--- src/rtl/diff_pkg.sv ---
// Shared mode encodings and sizing helper for the diff_sm_pipe subtractor.
package diff_pkg;

  localparam logic [1:0] MODE_SM  = 2'd0;
  localparam logic [1:0] MODE_SAT = 2'd1;
  localparam logic [1:0] MODE_ABS = 2'd2;

  // Width that holds the sum of CH magnitudes of WIDTH bits each without overflow.
  function automatic int sumWidth(input int width, input int ch);
    return width + $clog2(ch);
  endfunction

endpackage

--- src/rtl/diff_sm_lane.sv ---
// One channel of the subtractor: turns a registered WIDTH+1 bit raw difference
// into its magnitude and the mode-selected output word.
module diff_sm_lane
  import diff_pkg::*;
#(
  parameter int WIDTH = 8
) (
  input  logic [WIDTH:0]   i_d,
  input  logic [1:0]       i_mode,
  output logic [WIDTH-1:0] o_m,
  output logic [WIDTH:0]   o_enc
);

  logic w_neg;

  assign w_neg = i_d[WIDTH];

  // A negative difference wraps to 2^WIDTH - |a-b| in the low bits, so negate it back.
  assign o_m = w_neg ? (~i_d[WIDTH-1:0] + 1'b1) : i_d[WIDTH-1:0];

  always_comb begin
    o_enc = {w_neg, o_m};
    case (i_mode)
      MODE_SAT: o_enc = {1'b0, (w_neg ? {WIDTH{1'b0}} : o_m)};
      MODE_ABS: o_enc = {1'b0, o_m};
      default:  o_enc = {w_neg, o_m};
    endcase
  end

endmodule

--- src/rtl/diff_sm_pipe.sv ---
// Two-stage valid/ready multi-channel subtractor with per-beat output encoding
// and a saturating sum of absolute differences released on each last beat.
module diff_sm_pipe
  import diff_pkg::*;
#(
  parameter int WIDTH = 8,
  parameter int CH    = 3,
  parameter int SAD_W = 24
) (
  input  logic                    clk,
  input  logic                    rst,
  input  logic [1:0]              mode,
  input  logic                    in_valid,
  output logic                    in_ready,
  input  logic                    in_last,
  input  logic [CH*WIDTH-1:0]     a,
  input  logic [CH*WIDTH-1:0]     b,
  output logic                    out_valid,
  input  logic                    out_ready,
  output logic                    out_last,
  output logic [CH*(WIDTH+1)-1:0] out_data,
  output logic                    sad_valid,
  output logic [SAD_W-1:0]        sad
);

  localparam int DW    = WIDTH + 1;
  localparam int SUM_W = sumWidth(WIDTH, CH);

  logic                w_en;
  logic                w_xfer;
  logic [CH*DW-1:0]    w_diff;
  logic [CH*DW-1:0]    w_enc;
  logic [CH*WIDTH-1:0] w_mag;
  logic [SUM_W-1:0]    w_beatSum;
  logic [SAD_W:0]      w_total;
  logic [SAD_W-1:0]    w_satTotal;

  logic                r_s1Valid;
  logic                r_s1Last;
  logic [1:0]          r_s1Mode;
  logic [CH*DW-1:0]    r_s1Diff;
  logic                r_outValid;
  logic                r_outLast;
  logic [CH*DW-1:0]    r_outData;
  logic [SUM_W-1:0]    r_outSum;
  logic [SAD_W-1:0]    r_acc;
  logic [SAD_W-1:0]    r_sad;
  logic                r_sadValid;

  // Both stages move together; a stalled output freezes the whole pipe.
  assign w_en     = !r_outValid || out_ready;
  assign in_ready = w_en && !rst;
  assign w_xfer   = r_outValid && out_ready;

  for (genvar k = 0; k < CH; k++) begin : g_lane
    assign w_diff[k*DW +: DW] = {1'b0, a[k*WIDTH +: WIDTH]} + ~{1'b0, b[k*WIDTH +: WIDTH]} + 1'b1;

    diff_sm_lane #(.WIDTH(WIDTH)) u_lane (
      .i_d    (r_s1Diff[k*DW +: DW]),
      .i_mode (r_s1Mode),
      .o_m    (w_mag[k*WIDTH +: WIDTH]),
      .o_enc  (w_enc[k*DW +: DW])
    );
  end

  always_comb begin
    w_beatSum = '0;
    for (int k = 0; k < CH; k++) begin
      w_beatSum = w_beatSum + SUM_W'(w_mag[k*WIDTH +: WIDTH]);
    end
  end

  always_ff @(posedge clk) begin
    if (rst) begin
      r_s1Valid <= 1'b0;
      r_s1Last  <= 1'b0;
      r_s1Mode  <= MODE_SM;
      r_s1Diff  <= '0;
    end else if (w_en) begin
      r_s1Valid <= in_valid;
      r_s1Last  <= in_last;
      r_s1Mode  <= mode;
      r_s1Diff  <= w_diff;
    end
  end

  always_ff @(posedge clk) begin
    if (rst) begin
      r_outValid <= 1'b0;
      r_outLast  <= 1'b0;
      r_outData  <= '0;
      r_outSum   <= '0;
    end else if (w_en) begin
      r_outValid <= r_s1Valid;
      r_outLast  <= r_s1Valid && r_s1Last;
      r_outData  <= w_enc;
      r_outSum   <= w_beatSum;
    end
  end

  assign w_total    = {1'b0, r_acc} + (SAD_W+1)'(r_outSum);
  assign w_satTotal = w_total[SAD_W] ? '1 : w_total[SAD_W-1:0];

  // The accumulator restarts at zero once a group's total has been published.
  always_ff @(posedge clk) begin
    if (rst) begin
      r_acc      <= '0;
      r_sad      <= '0;
      r_sadValid <= 1'b0;
    end else begin
      r_sadValid <= w_xfer && r_outLast;
      if (w_xfer) begin
        if (r_outLast) begin
          r_sad <= w_satTotal;
          r_acc <= '0;
        end else begin
          r_acc <= w_satTotal;
        end
      end
    end
  end

  assign out_valid = r_outValid;
  assign out_last  = r_outLast;
  assign out_data  = r_outData;
  assign sad_valid = r_sadValid;
  assign sad       = r_sad;

endmodule

--- config.mk ---
export PLATFORM = sky130hd
export DESIGN_NAME = diff_sm_pipe
export DESIGN_NICKNAME = d
export VERILOG_FILES = /design/src/rtl/diff_pkg.sv /design/src/rtl/diff_sm_lane.sv /design/src/rtl/diff_sm_pipe.sv
export SDC_FILE = /design/constraint.sdc
export NUM_CORES = 1
export LEC_CHECK = 0
export ABC_AREA = 1
export CAP_MARGIN = 20
export CORE_UTILIZATION = 39
export DETAILED_ROUTE_END_ITERATION = 8
export SYNTH_ARGS = -nofsm -noshare
export SYNTH_HDL_FRONTEND = slang
export SYNTH_SLANG_ARGS = --single-unit
--- constraint.sdc ---
create_clock -name clk -period 3.8 [get_ports clk]
set_input_delay 0.57 -clock clk [delete_from_list [all_inputs] [get_ports clk]]
set_output_delay 0.57 -clock clk [all_outputs]
set_load 0.02 [all_outputs]
==> impl_metrics.csv <==
group,metric,value,unit
yosys,syn_avg_cell_area,6.894,sq um
global_route,grt.total_usage,21.85,%
power,p_total,0.004435,W
drt,drt_iter0_markers,503,
timing,timing.fmax,326.9,MHz
yosys,syn_nets,1222,
floorplan,die_h,142.0,microns
worst_setup_path,critical_path.top_delay_family,"adder cells",
yosys,synth_edf_count,0,
worst_setup_path,crit_buf_inv,3,
worst_setup_path,crit_type,"flip-flop to flip-flop",
global_route,antenna_found_initial,0,
clock_tree,cts_resized,0,
yosys,async_reset_ff_share,0,%
floorplan,start_util,40.30,%
drt,routed_wl,20940,microns
yosys,yosysUniqueCellTypes,37,
drt,vias,7327,
power,powerDensity,464.6,nW/um^2
job,cap_violations,0,
clock_tree,cts_tree,"built",
drt,firstDrtPassIters,5,
clock_tree,cts.sinks,119,
yosys,yosys.area.top_type,"dfxtp_1",
drt,ant_nets,0,
timing,fin_setup_tns,0,ps
yosys,yosys.area.top_type_share,31.19,%
worst_setup_path,crit_required,4080,ps
floorplan,die_w,142.0,microns
drt,drc_errors,0,
power,p_seq_share,32.9,%
yosys,synth_mux_area_share,0,%
yosys,synth_cells,1108,
drt,routedWlPerCell,14.19,microns
yosys,synth.most_common_cell,"nand2_1",
place,dp_hpwl,15500,microns
yosys,synth_top_family_by_area,"simple AND/OR/NAND/NOR gates",
power,p_comb_share,31.0,%
yosys,ys_ff_latch,119,
clock_tree,clockBufferDepth,2,
clock_tree,ctsHoldBuffers,0,
power,switching_share,35.63,%
cells_and_area,drive_above_1_share,6.908,%
clock_tree,cts_root_buf,"clkbuf_16",
worst_setup_path,startpoint_type,"flip-flop",
timing,slew_viol_final,0,
yosys,syn_area,7639,sq um
cells_and_area,n_antenna_cell,0,
timing,fin_hold_ws,467.0,ps
clock_tree,post_cts_buffers,0,
place,postPlaceCellArea,8967,sq um
floorplan,dieArea,20150,sq um
yosys,yosys_warnings,0,
timing,hold_violations,0,
drt,post_drt_via_cell_ratio,4.964,
place,numPortBuffers,109,
worst_setup_path,path_cells,"inv_1 -> a21oi_1 -> o21ai_0 -> o21ai_0 -> inv_1 -> fa_1 -> inv_1 -> fa_1 -> nand3_1 -> nand2_1 -> nand2_1 -> nand2_1 -> a21oi_1 -> nor2_1 -> o21ai_0 -> a21oi_1",
cells_and_area,fin_area,9545,sq um
timing,period_minus_slack,3059,ps
worst_setup_path,crit_fanout,11,
timing,layout_worst_path_cycle_share,80.50,%
yosys,synth_xor_area_share,4.701,%
power,clockPowerShare,36.0,%
cells_and_area,nNetsFinal,1317,
power,p_int,0.002855,W
floorplan,pin_count,110,
timing,tightest_slew,1033,ps
power,p_leak,4.477,nW
clock_tree,cts_buffers,17,
global_route,first_global_vias,6928,
yosys,synth_fa_ha_area_share,10.94,%
timing,skew,15.43,ps
global_route,grt_max_degree,70,
timing,rsz0062_at_grt,"no",
worst_setup_path,end_kind,"flip-flop",
clock_tree,clkLatencyLatePin,430,ps
global_route,grt_pass1_wl,34640,microns
timing,slew-limit-headroom,30.85,%
yosys,synth-simple-area-share,24.11,%
timing,finalSetupViolCount,0,
place,gp_congestion,0.9169,
power,ir_drop,0.2935,mV
worst_setup_path,critical_path.max_stage_delay,530,ps
clock_tree,htreeDepth,4,
yosys,ys.flop_type,"dfxtp_1",
clock_tree,clk_pin_slew,60,ps
global_route,gr-total-overflow,0,
yosys,synthTopCellsByCount,"235 x nand2_1, 170 x inv_1, 119 x dfxtp_1",
worst_setup_path,critPathSlowestCell,"fa_1",
yosys,ys_seq_area_share,31.19,%
floorplan,core,18960,sq um
status,status,"completed",
yosys,synth-compound-area-share,17.85,%
worst_setup_path,cp_data_arrival_time,3340,ps
power,p_switching,0.001580,W
yosys,synth_area_leaders,"dfxtp_1 31%, nand2_1 12%, inv_1 8.4%",
floorplan,fp-row-count,50,
cells_and_area,area_growth,24.96,%
worst_hold_path,hp-class,"flip-flop to flip-flop",
-- power by group through the flow --
stage / sequential, W / combinational, W / clock (W)
after floorplan: 0.00150 / 0.000938 / 0
after global placement: 0.00149 / 0.00136 / 0
after detailed placement: 0.00149 / 0.00137 / 0
after CTS: 0.00146 / 0.00138 / 0.00161
after global routing: 0.00148 / 0.00157 / 0.00166
final: 0.00146 / 0.00137 / 0.00160
-- per-stage QoR --
stage	std cells	setup WS (ps)	util [%]
floorplan	1108	1026	-
detailed placement	1444	801.1	47.31
global placement	1444	820.7	47.31
finish	1476	741.0	50.36
global route	1476	373.5	50.36
CTS	1476	767.1	50.36
-- layout by cell type, fill, tap and decap left out, drive strengths merged, types with 5 or more instances in the layout --
cell type      Yosys  final
o211ai            17     17
clkdlybuf4s50      0    109
nor3              10     10
clkbuf            35     18
xor2              38     38
o21ai             94     94
clkinv             2      5
ha                46     46
fa                13     13
or2                8      8
nand3             87     87
a31oi             16     16
nor2              59     59
dfxtp            119    119
inv              182    189
o21bai            10     10
nand4             12     12
nand2            242    242
buf                6      8
a21oi             97     97
-- area by class of cell --
class	count	area, sq um
clock buffers	18	439.2
clock inverters	14	138.9
fillers	1938	9410
inverters	184	690.7
multi-input cells	764	4405
flip-flops and latches	119	2382
well taps	260	325.3
repair buffers	117	1164
-- state kept, by name (all words and copies together), names as in the netlist, 2 cells and up --
name	count
r_outSum	10
r_s1Diff	27
out_data	27
r_acc	24
sad	24
r_s1Mode	2
-- layer usage --
layer	GRT usage [%]	wire [microns]	part of all wire, %
met5	0	0	0
met4	5.942	266	1.3
met3	4.441	1143	5.5
met2	33.24	9133	44
met1	31.19	10400	50
-- final timing paths --
| check | from | endpoint | slack [ps] | depth (start not counted) |
|---|---|---|---|---|
| worst max-delay path | r_s1Diff[8]$_SDFFE_PP0N_ | r_outSum[9]$_SDFFE_PP0N_ | 740 | 16 |
| worst max register to register | r_s1Diff[8]$_SDFFE_PP0N_ | r_outSum[9]$_SDFFE_PP0N_ | 740 | 16 |
| worst min register to register | r_acc[6]$_SDFFE_PP0P_ | r_acc[6]$_SDFFE_PP0P_ | 470 | 2 |
| worst min-delay path | r_acc[6]$_SDFFE_PP0P_ | r_acc[6]$_SDFFE_PP0P_ | 470 | 2 |
-- tightest hold or removal path, stage by stage, from the launching register on --
cell     delay (ps)
dfxtp_1         310
nand2_1          60
a21oi_1          50
-- cells by family (layout without fill, tap and decap cells) --
family | after synthesis | in the layout
buffers and inverters | 225 | 333
AND/OR/NAND/NOR | 420 | 420
flip-flops | 119 | 119
AO/OA/AOI/OAI | 244 | 244
XOR/XNOR | 41 | 41
adder cells (fa/ha/maj) | 59 | 59
(Power assumes the default switching activity.)
